===== config.mk =====
export PLATFORM = sky130hd
export DESIGN_NAME = pc_sequencer_flat
export DESIGN_NICKNAME = d
export VERILOG_FILES = /design/src/rtl/pc_sequencer_if.sv /design/src/rtl/pc_sequencer.sv /design/src/flat_wrapper.sv
export SDC_FILE = /design/constraint.sdc
export NUM_CORES = 1
export LEC_CHECK = 0
export CORE_MARGIN = 2
export CORE_UTILIZATION = 52
export CTS_CLUSTER_SIZE = 24
export DETAILED_ROUTE_END_ITERATION = 16
export PLACE_DENSITY = 0.75
export SLEW_MARGIN = 0
export SYNTH_ARGS = -nofsm -noshare
export SYNTH_HDL_FRONTEND = slang
export SYNTH_SLANG_ARGS = --single-unit

===== constraint.sdc =====
create_clock -name clk -period 3.3 [get_ports clk]
set_clock_uncertainty 0.2 [all_clocks]
set_input_delay 0.33 -clock clk [delete_from_list [all_inputs] [get_ports clk]]
set_output_delay 0.33 -clock clk [all_outputs]
set_load 0.03 [all_outputs]

===== src/rtl/pc_sequencer_if.sv =====
// Command and status bundle of the program-counter sequencer.
// Commands are level inputs sampled on every rising clock edge; there is no backpressure.
interface pc_sequencer_if #(
  parameter int PC_W  = 13,
  parameter int JA_W  = 11,
  parameter int DEPTH = 8
);
  localparam int LVL_W = $clog2(DEPTH) + 1;

  logic             incr_en;
  logic             skip_en;
  logic             j_en;
  logic             j_push_en;
  logic             pop_en;
  logic             isr_en;
  logic [JA_W-1:0]  j_addr;
  logic             pclath_wr_en;
  logic [PC_W-9:0]  pclath_in;
  logic             pcl_wr_en;
  logic [7:0]       pcl_in;
  logic             err_clr;
  logic [PC_W-1:0]  pc_out;
  logic [PC_W-9:0]  pclath_out;
  logic [7:0]       pcl_out;
  logic [LVL_W-1:0] stk_level;
  logic             stk_empty;
  logic             stk_full;
  logic             stk_ovf;
  logic             stk_unf;

  modport master (
    output incr_en, skip_en, j_en, j_push_en, pop_en, isr_en, j_addr,
           pclath_wr_en, pclath_in, pcl_wr_en, pcl_in, err_clr,
    input  pc_out, pclath_out, pcl_out, stk_level, stk_empty, stk_full,
           stk_ovf, stk_unf
  );

  modport slave (
    input  incr_en, skip_en, j_en, j_push_en, pop_en, isr_en, j_addr,
           pclath_wr_en, pclath_in, pcl_wr_en, pcl_in, err_clr,
    output pc_out, pclath_out, pcl_out, stk_level, stk_empty, stk_full,
           stk_ovf, stk_unf
  );
endinterface


===== src/rtl/pc_sequencer.sv =====
// Program counter with PCLATH paging, computed jumps, interrupts and a return stack
// that either wraps (overwrites the oldest entry) or saturates.
module pc_sequencer #(
  parameter int              PC_W    = 13,
  parameter int              JA_W    = 11,
  parameter int              DEPTH   = 8,
  parameter logic [PC_W-1:0] ISR_VEC = PC_W'(4),
  parameter logic [PC_W-1:0] RST_VEC = PC_W'(0),
  parameter bit              WRAP    = 1'b1
) (
  input logic           clk,
  input logic           rst,
  pc_sequencer_if.slave bus
);
  localparam int SP_W  = $clog2(DEPTH);
  localparam int LVL_W = SP_W + 1;
  // Bits of the jump target that come from PCLATH rather than j_addr.
  localparam logic [PC_W-1:0] HI_MASK = ~PC_W'((32'd1 << JA_W) - 32'd1);

  logic [PC_W-1:0]  pc_q, pc_d;
  logic [PC_W-9:0]  pclath_q, pclath_d;
  logic [SP_W-1:0]  sp_q, sp_d;
  logic [LVL_W-1:0] lvl_q, lvl_d;
  logic             ovf_q, ovf_d, unf_q, unf_d;
  logic             push, stk_we, full;
  logic [PC_W-1:0]  target, stk_top;
  logic [PC_W-1:0]  stk_mem [DEPTH];

  assign full    = (lvl_q == LVL_W'(DEPTH));
  assign target  = ({pclath_q, 8'h00} & HI_MASK) | PC_W'(bus.j_addr);
  assign stk_top = stk_mem[sp_q - SP_W'(1)];

  always_comb begin
    pc_d     = pc_q;
    pclath_d = pclath_q;
    sp_d     = sp_q;
    lvl_d    = lvl_q;
    ovf_d    = ovf_q & ~bus.err_clr;
    unf_d    = unf_q & ~bus.err_clr;
    push     = 1'b0;
    stk_we   = 1'b0;
    if (bus.isr_en) begin
      pc_d = ISR_VEC;
      push = 1'b1;
    end else if (bus.j_en || bus.j_push_en) begin
      pc_d = target;
      push = bus.j_push_en;
    end else if (bus.pop_en) begin
      if (lvl_q != '0) begin
        pc_d  = stk_top;
        sp_d  = sp_q - SP_W'(1);
        lvl_d = lvl_q - LVL_W'(1);
      end else begin
        unf_d = 1'b1;
        if (WRAP) begin
          pc_d = stk_top;
          sp_d = sp_q - SP_W'(1);
        end else begin
          pc_d = pc_q + PC_W'(1);
        end
      end
    end else begin
      // PCL load uses the PCLATH value from before any same-cycle PCLATH write.
      if (bus.pcl_wr_en)    pc_d = {pclath_q, bus.pcl_in};
      else if (bus.skip_en) pc_d = pc_q + PC_W'(2);
      else if (bus.incr_en) pc_d = pc_q + PC_W'(1);
      if (bus.pclath_wr_en) pclath_d = bus.pclath_in;
    end

    if (push) begin
      if (!full) begin
        stk_we = 1'b1;
        sp_d   = sp_q + SP_W'(1);
        lvl_d  = lvl_q + LVL_W'(1);
      end else begin
        ovf_d = 1'b1;
        if (WRAP) begin
          stk_we = 1'b1;
          sp_d   = sp_q + SP_W'(1);
        end
      end
    end
  end

  always_ff @(posedge clk) begin
    if (rst) begin
      pc_q     <= RST_VEC;
      pclath_q <= '0;
      sp_q     <= '0;
      lvl_q    <= '0;
      ovf_q    <= 1'b0;
      unf_q    <= 1'b0;
    end else begin
      pc_q     <= pc_d;
      pclath_q <= pclath_d;
      sp_q     <= sp_d;
      lvl_q    <= lvl_d;
      ovf_q    <= ovf_d;
      unf_q    <= unf_d;
    end
  end

  // Entries are never reset; reset only forgets them through the pointer and level.
  always_ff @(posedge clk) begin
    if (stk_we && !rst) stk_mem[sp_q] <= pc_q;
  end

  assign bus.pc_out     = bus.pcl_wr_en ? {pclath_q, bus.pcl_in} : pc_q;
  assign bus.pclath_out = pc_q[PC_W-1:8];
  assign bus.pcl_out    = pc_q[7:0];
  assign bus.stk_level  = lvl_q;
  assign bus.stk_empty  = (lvl_q == '0);
  assign bus.stk_full   = full;
  assign bus.stk_ovf    = ovf_q;
  assign bus.stk_unf    = unf_q;
endmodule


===== src/flat_wrapper.sv =====
// flat-port wrapper written by rule: the top's interface ports become plain ports
module pc_sequencer_flat 
#(
  parameter int              PC_W    = 13,
  parameter int              JA_W    = 11,
  parameter int              DEPTH   = 8,
  parameter logic [PC_W-1:0] ISR_VEC = PC_W'(4),
  parameter logic [PC_W-1:0] RST_VEC = PC_W'(0),
  parameter bit              WRAP    = 1'b1
)
  (clk, rst, bus_incr_en, bus_skip_en, bus_j_en, bus_j_push_en, bus_pop_en, bus_isr_en, bus_j_addr, bus_pclath_wr_en, bus_pclath_in, bus_pcl_wr_en, bus_pcl_in, bus_err_clr, bus_pc_out, bus_pclath_out, bus_pcl_out, bus_stk_level, bus_stk_empty, bus_stk_full, bus_stk_ovf, bus_stk_unf);
  pc_sequencer_if #(.PC_W(PC_W), .JA_W(JA_W), .DEPTH(DEPTH)) bus_i ();
  input logic clk;
  input logic rst;
  input wire logic [$bits(bus_i.incr_en)-1:0] bus_incr_en;
  input wire logic [$bits(bus_i.skip_en)-1:0] bus_skip_en;
  input wire logic [$bits(bus_i.j_en)-1:0] bus_j_en;
  input wire logic [$bits(bus_i.j_push_en)-1:0] bus_j_push_en;
  input wire logic [$bits(bus_i.pop_en)-1:0] bus_pop_en;
  input wire logic [$bits(bus_i.isr_en)-1:0] bus_isr_en;
  input wire logic [$bits(bus_i.j_addr)-1:0] bus_j_addr;
  input wire logic [$bits(bus_i.pclath_wr_en)-1:0] bus_pclath_wr_en;
  input wire logic [$bits(bus_i.pclath_in)-1:0] bus_pclath_in;
  input wire logic [$bits(bus_i.pcl_wr_en)-1:0] bus_pcl_wr_en;
  input wire logic [$bits(bus_i.pcl_in)-1:0] bus_pcl_in;
  input wire logic [$bits(bus_i.err_clr)-1:0] bus_err_clr;
  output wire logic [$bits(bus_i.pc_out)-1:0] bus_pc_out;
  output wire logic [$bits(bus_i.pclath_out)-1:0] bus_pclath_out;
  output wire logic [$bits(bus_i.pcl_out)-1:0] bus_pcl_out;
  output wire logic [$bits(bus_i.stk_level)-1:0] bus_stk_level;
  output wire logic [$bits(bus_i.stk_empty)-1:0] bus_stk_empty;
  output wire logic [$bits(bus_i.stk_full)-1:0] bus_stk_full;
  output wire logic [$bits(bus_i.stk_ovf)-1:0] bus_stk_ovf;
  output wire logic [$bits(bus_i.stk_unf)-1:0] bus_stk_unf;
  assign bus_i.incr_en = bus_incr_en;
  assign bus_i.skip_en = bus_skip_en;
  assign bus_i.j_en = bus_j_en;
  assign bus_i.j_push_en = bus_j_push_en;
  assign bus_i.pop_en = bus_pop_en;
  assign bus_i.isr_en = bus_isr_en;
  assign bus_i.j_addr = bus_j_addr;
  assign bus_i.pclath_wr_en = bus_pclath_wr_en;
  assign bus_i.pclath_in = bus_pclath_in;
  assign bus_i.pcl_wr_en = bus_pcl_wr_en;
  assign bus_i.pcl_in = bus_pcl_in;
  assign bus_i.err_clr = bus_err_clr;
  assign bus_pc_out = bus_i.pc_out;
  assign bus_pclath_out = bus_i.pclath_out;
  assign bus_pcl_out = bus_i.pcl_out;
  assign bus_stk_level = bus_i.stk_level;
  assign bus_stk_empty = bus_i.stk_empty;
  assign bus_stk_full = bus_i.stk_full;
  assign bus_stk_ovf = bus_i.stk_ovf;
  assign bus_stk_unf = bus_i.stk_unf;
  pc_sequencer #(.PC_W(PC_W), .JA_W(JA_W), .DEPTH(DEPTH), .ISR_VEC(ISR_VEC), .RST_VEC(RST_VEC), .WRAP(WRAP)) u_core (.clk(clk), .rst(rst), .bus(bus_i));
endmodule

======== Word-level counts from Yosys, hierarchy flattened ========
Memory sizes are Yosys's and may differ from the RTL's.
Cells that the tools add are included.
storage, ports and cells
  word-level logic and storage cells ...... 63
  register bits after elaboration ......... 27
  input port bits ......................... 35
  bits in writable memories ............... 104
  memories ................................ 1
cells by class
  $add $sub $neg .......................... 6
  reduce and logical (&&, ||, !) cells .... 11
  bitwise operators ....................... 7
  equality and inequality tests ........... 3
  multiplexer cells ....................... 28
memories
  name            words  width  rd ports  clocked after memory_dff  write ports  RTL line            RTL
  u_core.stk_mem  8      13     1         0                         1            pc_sequencer.sv:27  logic [PC_W-1:0] stk_mem [DEPTH];
operators by type and width
  operator                                                            count
  13-bit 2-to-1 mux                                                   6
  4-bit 2-to-1 mux                                                    6
  3-bit 2-to-1 mux                                                    5
  13-bit by 1-bit adder with 13-bit output, second input constant     1
  13-bit by 2-bit adder with 13-bit output, second input constant     1
  13-bit by 11-bit bitwise OR with 13-bit output                      1
  1-bit 2-to-1 mux                                                    11
  6-bit nonzero test                                                  1
  5-bit nonzero test                                                  1
  4-bit by 1-bit adder with 4-bit output, second input constant       1
  4-bit == test, second input constant                                1
  4-bit zero test                                                     1
  2-bit by 1-bit != test with 1-bit output, second input constant     2
  1-bit inverter                                                      4
  4-bit AND reduction                                                 1
  4-bit nonzero test                                                  1
  4-bit by 1-bit subtractor with 4-bit output, second input constant  1
  3-bit by 1-bit adder with 3-bit output, second input constant       1
  3-bit AND reduction                                                 1
  3-bit by 1-bit subtractor with 3-bit output, second input constant  1
  1-bit AND                                                           2
  2-bit nonzero test                                                  1
  2-bit OR reduction                                                  1
  1-bit logical AND                                                   1
  2 further kinds                                                     2

======== Longest topological paths before layout ========
  word-level depth ........................ 7
  depth in mapped cells ................... 10

======== Worst setup path before layout ========
No wires, ideal clock.
  path kind ............................... register to register
  start point ............................. register u_core.sp_q[0]
  end point ............................... memory u_core.stk_mem[1][0], enable pin
  path slack .............................. 0.714 ns
  stages on the path, launching flop included .. 5
  data required time ...................... 2.700 ns
  arrival time ............................ 1.986 ns
  buffers on the path ..................... 2
  cells stage by stage .................... dfxtp_1 -> buf_2 -> clkbuf_1 -> nand2_1 -> nor3_1
RTL lines
  element                   RTL line            RTL
  start: declaration        pc_sequencer.sv:22  logic [SP_W-1:0] sp_q, sp_d;
  start signal: assignment  pc_sequencer.sv:96  sp_q <= sp_d;
  end: declaration          pc_sequencer.sv:27
No word-level cell before the write port.

======== Worst setup path after layout ========
  start point ............................. register u_core.lvl_q[0], in the netlist u_core.bus.stk_level[0]
  end point ............................... output port bus_stk_empty
between the ends
  word-level cells in the longest chain between the ends .. 1
ends and longest elaborated chain
  element                   RTL line             RTL
  start: declaration        pc_sequencer.sv:23   logic [LVL_W-1:0] lvl_q, lvl_d;
  start signal: assignment  pc_sequencer.sv:97   lvl_q <= lvl_d;
  4-bit zero test           pc_sequencer.sv:112  assign bus.stk_empty = (lvl_q == '0);
  end: declaration          flat_wrapper.sv:31   output wire logic [$bits(bus_i.stk_empty)-1:0] bus_stk_empty;
No other way between the ends.

==> impl_metrics.csv <==
group,metric,value,unit
cells_and_area,fin_nets,576,
floorplan,initial_core_util,0.540,
timing,timing.final.max_slew_violations,0,
cells_and_area,fin_util,0.682,
clock_network,post_cts.repair.setup_buffers,0,
clock_network,hold_buffers,0,
clock_network,cts_tree,"built",
global_route,grt-ovfl-total,0,
floorplan,core.rowCount,38,
synthesis,synthFlopType,"edfxtp_1",
place,port_buffers,68,
clock_network,numCtsBuffers,17,
synthesis,synth_top_area_frac,0.527,
detailed_routing,m1WireLength,6.14,mm
detailed_routing,drt-total-wl,14.9,mm
cells_and_area,postLayoutCellArea,7490,µm²
worst_setup_path,crit-reg2reg-launch,"u_core.sp_q[1]",
global_route,antenna_found_initial,0,
clock_network,ctsResizeCount,0,
place,place_area,6850,µm²
global_route,grt_start_max_net_pins,30,
synthesis,async_reset_ff_frac,0,
synthesis,synth_area_leader_cell,"edfxtp_1",
timing,fin_crit_sh,0.826,
worst_setup_path,crit_fanout,6,
clock_network,cts_sinks,131,
detailed_routing,routed-via-count,4244,
detailed_routing,route.met2.wl,7.22,mm
clock_network,clk_pin_slew_worst_paths,0.06,ns
clock_network,cts_htree_levels,4,
worst_setup_path,cp-end-kind,"primary output",
clock_network,clock_path_buffers,2,
worst_setup_path,required,2.77,ns
timing,rsz0062_at_grt,"false",
worst_setup_path,worstSetupStartpointType,"flip-flop",
worst_setup_path,critical_path.max_stage_delay,0.77,ns
synthesis,synth_cell_types,50,
synthesis,netlist_area,5930,µm²
timing,worstMarginPinSlew,0.854,ns
synthesis,syn_inst,452,
global_route,grt_use_total,0.251,
synthesis,synthTopCellsByArea,"edfxtp_1 (53%), dfxtp_1 (9.1%), mux4_2 (6.8%)",
floorplan,io_pins,69,
place,hpwl,9.70,mm
synthesis,synth-edff-count,104,
hold_path,hold_class,"primary input to flip-flop",
timing,hold_violations,0,
global_route,grt_pass1_wl,23.5,mm
timing,relSlewSlack,0.428,
synthesis,synth_seq_area_share,0.618,
cells_and_area,layout-drive-gt1-share,0.155,
cells_and_area,area_growth,26.4,%
worst_setup_path,slowest_stage,"clkdlybuf4s50_1",
timing,clock.fmax,367,MHz
synthesis,ys_ff_latch,131,
floorplan,die_h,111,µm
synthesis,ys_top_cells_by_count,"edfxtp_1 (104), nand2_1 (36), nor2_1 (35)",
place,gp_congestion,0.918,
synthesis,yosysMostFrequentCell,"edfxtp_1",
power_and_ir_drop,powerDensity,613,nW/µm²
detailed_routing,dr_wl_met3,1.11,mm
synthesis,avgSynthCellArea,13.1,µm²
place,dp_cells,656,
floorplan,die_area,12300,µm²
detailed_routing,drc_errors,0,
cells_and_area,nFillCells,784,
detailed_routing,avgRoutedWirePerCell,21.7,µm
power_and_ir_drop,ir_worst_vdd,0.359,mV
detailed_routing,highest_layer,"met4",
global_route,grt_pass1_vias,4257,
detailed_routing,drtIter0Drc,442,
worst_setup_path,startpoint,"u_core.bus.stk_level[0]",
floorplan,design.core.area,11000,µm²
worst_setup_path,path_class,"flip-flop to primary output",
synthesis,syn_nets,493,
clock_network,clock_latency,0.41,ns
power_and_ir_drop,leakage,0.00261,µW
timing,tns,0,ns
timing,post-route-min-period,2.73,ns
detailed_routing,vias_per_cell,6.17,
detailed_routing,postRouteAntennaNets,0,
cells_and_area,n_antenna_cell,0,
hold_path,hold_path_startpoint,"bus_pclath_in[0]",
cells_and_area,final_cells,688,
floorplan,dieWidth,111,µm
flow_run,cap_violations,0,
run_status,status,"complete, no violations",
power_and_ir_drop,total_power,4590,µW
synthesis,ys_warn_count,0,
detailed_routing,detail_route.first_pass.iterations,5,
worst_setup_path,path_cells,"inv_1 -> ha_1 -> nor3b_1 -> clkdlybuf4s50_1",
timing,finalSetupViolCount,0,
worst_setup_path,arrival,2.20,ns
clock_network,ctsRootBufferMaster,"clkbuf_16",
[worst paths after layout]
| check | end | slack, ns | cells past startpoint |
|---|---|---|---|
| max | bus_stk_empty | 0.57 | 4 |
| min | u_core.pclath_q[0] | 0.33 | 3 |
| min reg2reg | u_core.pclath_q[1] | 0.35 | 2 |
| max reg2reg | u_core.pc_q[10] | 0.69 | 8 |
[power by group]
group,switching (µW),internal (µW),total [µW]
Combinational,381,285,666
Sequential,55.8,1840,1900
Clock,688,1340,2030
[cell usage in the layout, fill, tap and decap left out, types with 18 or more instances in the layout]
cell type	n
edfxtp_1	104
clkdlybuf4s50_1	68
nand2_1	36
nor2_1	35
o21ai_0	29
dfxtp_1	27
buf_4	25
mux2i_1	22
mux4_2	18
a21oi_1	18
[sequential cells by signal, indices dropped and copies added, names as in the netlist]
register,cells
u_core.sp_q,3
u_core.bus.stk_ovf,1
u_core.bus.stk_unf,1
u_core.pclath_q,5
u_core.pc_q,13
u_core.bus.stk_level,4
u_core.stk_mem,104
[cell families (layout without fill, tap and decap cells)]
group                    after synthesis  after routing  share of synthesized area
adder cells (fa/ha/maj)                6              6                     0.0127
multiplexers                          47             47                      0.119
flip-flops                           131            131                      0.618
AO/OA/AOI/OAI                         95             95                      0.104
buffers and inverters                 42            138                     0.0304
AND/OR/NAND/NOR                      117            117                     0.0956
XOR/XNOR                              14             14                     0.0207
[cell type report]
| cell class | instances | area [µm²] | area share |
|---|---|---|---|
| Clock buffer | 19 | 433 | 0.0578 |
| Clock inverter | 13 | 208 | 0.0277 |
| Inverter | 13 | 48.8 | 0.00652 |
| Multi-Input combinational cell | 279 | 2090 | 0.279 |
| Sequential cell | 131 | 3660 | 0.489 |
| Tap cell | 140 | 175 | 0.0234 |
| Timing Repair Buffer | 93 | 868 | 0.116 |
[per-stage QoR]
stage	setup WS (ns)	hold WS [ns]
floorplan	0.714	0.260
global placement	0.606	0.337
detailed placement	0.548	0.333
CTS	0.593	0.329
global route	0.441	0.351
finish	0.573	0.334
[routing by layer]
layer	track usage	vias to the layer above
met3	0.0569	36
met4	0.101	0
met1	0.336	2102
met2	0.402	205
met5	0	-
li1	-	1901
[critical path: cells and delay by family (launching register included)]
| kind | cells | cell delay [ns] |
|---|---|---|
| flip-flops | 1 | 0.38 |
| buffers and inverters | 2 | 0.86 |
| adder cells (fa/ha/maj) | 1 | 0.21 |
| AND/OR/NAND/NOR | 1 | 0.35 |
(Power assumes the default switching activity.)
==> variant: new RTL, same flow settings <==
`JA_W` is set to 11 in 3 places; all go to 13.
--- a/src/rtl/pc_sequencer_if.sv
+++ b/src/rtl/pc_sequencer_if.sv
@@ -3,5 +3,5 @@
 interface pc_sequencer_if #(
   parameter int PC_W  = 13,
-  parameter int JA_W  = 11,
+  parameter int JA_W  = 13,
   parameter int DEPTH = 8
 );
--- a/src/rtl/pc_sequencer.sv
+++ b/src/rtl/pc_sequencer.sv
@@ -3,5 +3,5 @@
 module pc_sequencer #(
   parameter int              PC_W    = 13,
-  parameter int              JA_W    = 11,
+  parameter int              JA_W    = 13,
   parameter int              DEPTH   = 8,
   parameter logic [PC_W-1:0] ISR_VEC = PC_W'(4),
--- a/src/flat_wrapper.sv
+++ b/src/flat_wrapper.sv
@@ -3,5 +3,5 @@
 #(
   parameter int              PC_W    = 13,
-  parameter int              JA_W    = 11,
+  parameter int              JA_W    = 13,
   parameter int              DEPTH   = 8,
   parameter logic [PC_W-1:0] ISR_VEC = PC_W'(4),
Interface: changed (resized bus_j_addr); port bits go from 69 to 71. The function was not compared with the original's and may differ.
==> variant against the original RTL <==
- synthesized cell count grew 0.88%
- synthesized area grew 1.5%
- die area grew 1.4%
- power shrank 0.91%
- combinational power grew 5.0%
- critical path depth grew 4
- setup slack lost 0.11 ns
- routed wire length shrank 1.5%
- sequential share of layout area shrank 0.42 points
- design area grew 0.87%
- fmax shrank 3.7%
- sequential cell count is the same
- cell count grew 0.87%
- highest routed layer unchanged
==> variant: results (changes against the original RTL) <==
VDD IR max=0.3460 mV (was 0.3590 mV); status=completed (unchanged); pin count of the biggest net entering global routing=36 (was 30); worst stage delay on the critical path=0.45 ns (was 0.77 ns); yosys warns=0 (unchanged); Post-CTS Setup Bufs=0 (unchanged); vias in the first global route=4257 (unchanged); clk_lat worst skew=0.41 ns (about the same); cell family with most CP delay=compound AO/OA/AOI/OAI gates (was buffers and inverters); CTS H-Tree Depth=4 (unchanged); mux cell area share after synthesis=11.90% (was 11.89%); drt total wl=14680 um (was 14910 um); Finished Cell Area=7555 sq um (was 7490 sq um); Synth Instances=456 (was 452); placed instance area=6932 sq um (was 6849 sq um); Leakage=2.664 nW (was 2.610 nW); I/O Buffers=70 (was 68); Post-synth top cells=104 x edfxtp_1, 38 x nand2_1, 28 x nor2_1 (was 104 x edfxtp_1, 36 x nand2_1, 35 x nor2_1); Post-synth ARST share=0% (unchanged); 1st-pass router iterations=6 (was 5); Synth Area in XOR/XNOR=2.350% (was 2.069%); sequential element share of the synthesized area=60.90% (was 61.81%); GRT Total Usage=24.38% (was 25.14%); Synth area leaders=edfxtp_1 52%, dfxtp_1 9.0%, mux4_2 6.4%, mux2i_1 4.2%, nand2_1 2.4% (was edfxtp_1 53%, dfxtp_1 9.1%, mux4_2 6.8%, mux2i_1 3.7%, o21ai_0 2.4%); antenna violations before repair=0 (unchanged); first-pass GRT wire length=23040 um (was 23470 um); Hold WC Path Type=reg2reg (was in2reg); Placed Instances=662 (was 656); Tmin final=2.833 ns (was 2.727 ns); Regs by FF count=u_core.stk_mem x104, u_core.pc_q x13, u_core.pclath_q x5 (unchanged); worst-path fanout max=21 (was 6); Worst-Margin Slew=0.6322 ns (was 0.8545 ns); slowest library cell on the worst path=ha_1 (was clkdlybuf4s50_1); compound-cell area share of the yosys netlist=10.23% (was 10.37%); post_cts resized=0 (unchanged); Iter 0 DRT Violations=332 (was 442); Adder-Cell Fraction of Synth Area=1.248% (was 1.267%); net count reported at finish=581 (was 576); CP arrival=2.91 ns (was 2.20 ns); EDFF count, synth=104 (unchanged); post-DP HPWL=9821 um (was 9695 um); Place WS=0.5621 ns (was 0.5476 ns); Int Power=0.003438 W (was 0.003467 W); gpl congestion=0.8523 (was 0.9175); Antenna Cells=0 (unchanged); total number of vias=4221 (was 4244); total CTS buffers=17 (unchanged); Reg2Reg Setup Slack=0.47 ns (was 0.69 ns); Clock Path Buffers=2 (unchanged); layout cell share with drive strength beyond 1=16.15% (was 15.51%); Syn Nets=499 (was 493); Routed wire per std cell=21.15 um (was 21.66 um); Hold Slack=0.3023 ns (was 0.3343 ns); synth unique cells=60 (was 50)
[variant: power groups by stage]
stage / clock network, W / logic (W) / registers, W
5_1_grt: 0.00203 / 0.000748 / 0.00192
4_1_cts: 0.00194 / 0.000699 / 0.00191
2_1_floorplan: 0 / 0.000431 / 0.00195
3_5_place_dp: 0 / 0.000692 / 0.00194
6_report: 0.00194 / 0.000699 / 0.00191
3_3_place_gp: 0 / 0.000680 / 0.00194
[variant: logic make-up after synthesis]
kind of cell,Yosys count
muxes,48
and+or+nand+nor,120
adders and majority gates,6
AOI/OAI and AO/OA,93
buffers and inverters,44
xor gates and xnor gates,14
DFF,131
[variant: worst reg2reg max path, stage by stage (launching register included)]
cell and delay [ns]:
dfxtp_1 0.33, clkinv_1 0.25, ha_1 0.45, buf_4 0.33, nor2b_1 0.12, a2111oi_0 0.43, a31oi_1 0.11, a32oi_1 0.36
a31oi_1 0.12
[variant: worst paths after layout]
kind	from	to	depth (start not counted)
worst max-delay path	u_core.sp_q[0]	u_core.pc_q[11]	8
worst min-delay path	u_core.pclath_q[0]	u_core.pclath_q[0]	2
worst max register to register	u_core.sp_q[0]	u_core.pc_q[11]	8
worst min register to register	u_core.pclath_q[0]	u_core.pclath_q[0]	2
[variant: routing by layer]
layer  share of wire, %  global-route usage (%)  up-vias
met1                 42                   32.15     2041
met4                1.8                   7.078        0
met2                 48                   38.78      239
met3                8.6                   8.492       24
met5                  0                       0        -
li1                   -                       -     1917
[variant: layout make-up]
type	instances	area [sq um]
clock inverter	9	123.9
multi-input combinational	281	2167
sequential	131	3664
fill	797	3815
tap	143	178.9
inverter	15	56.30
timing repair buffer	92	865.8
clock buffer	23	499.2
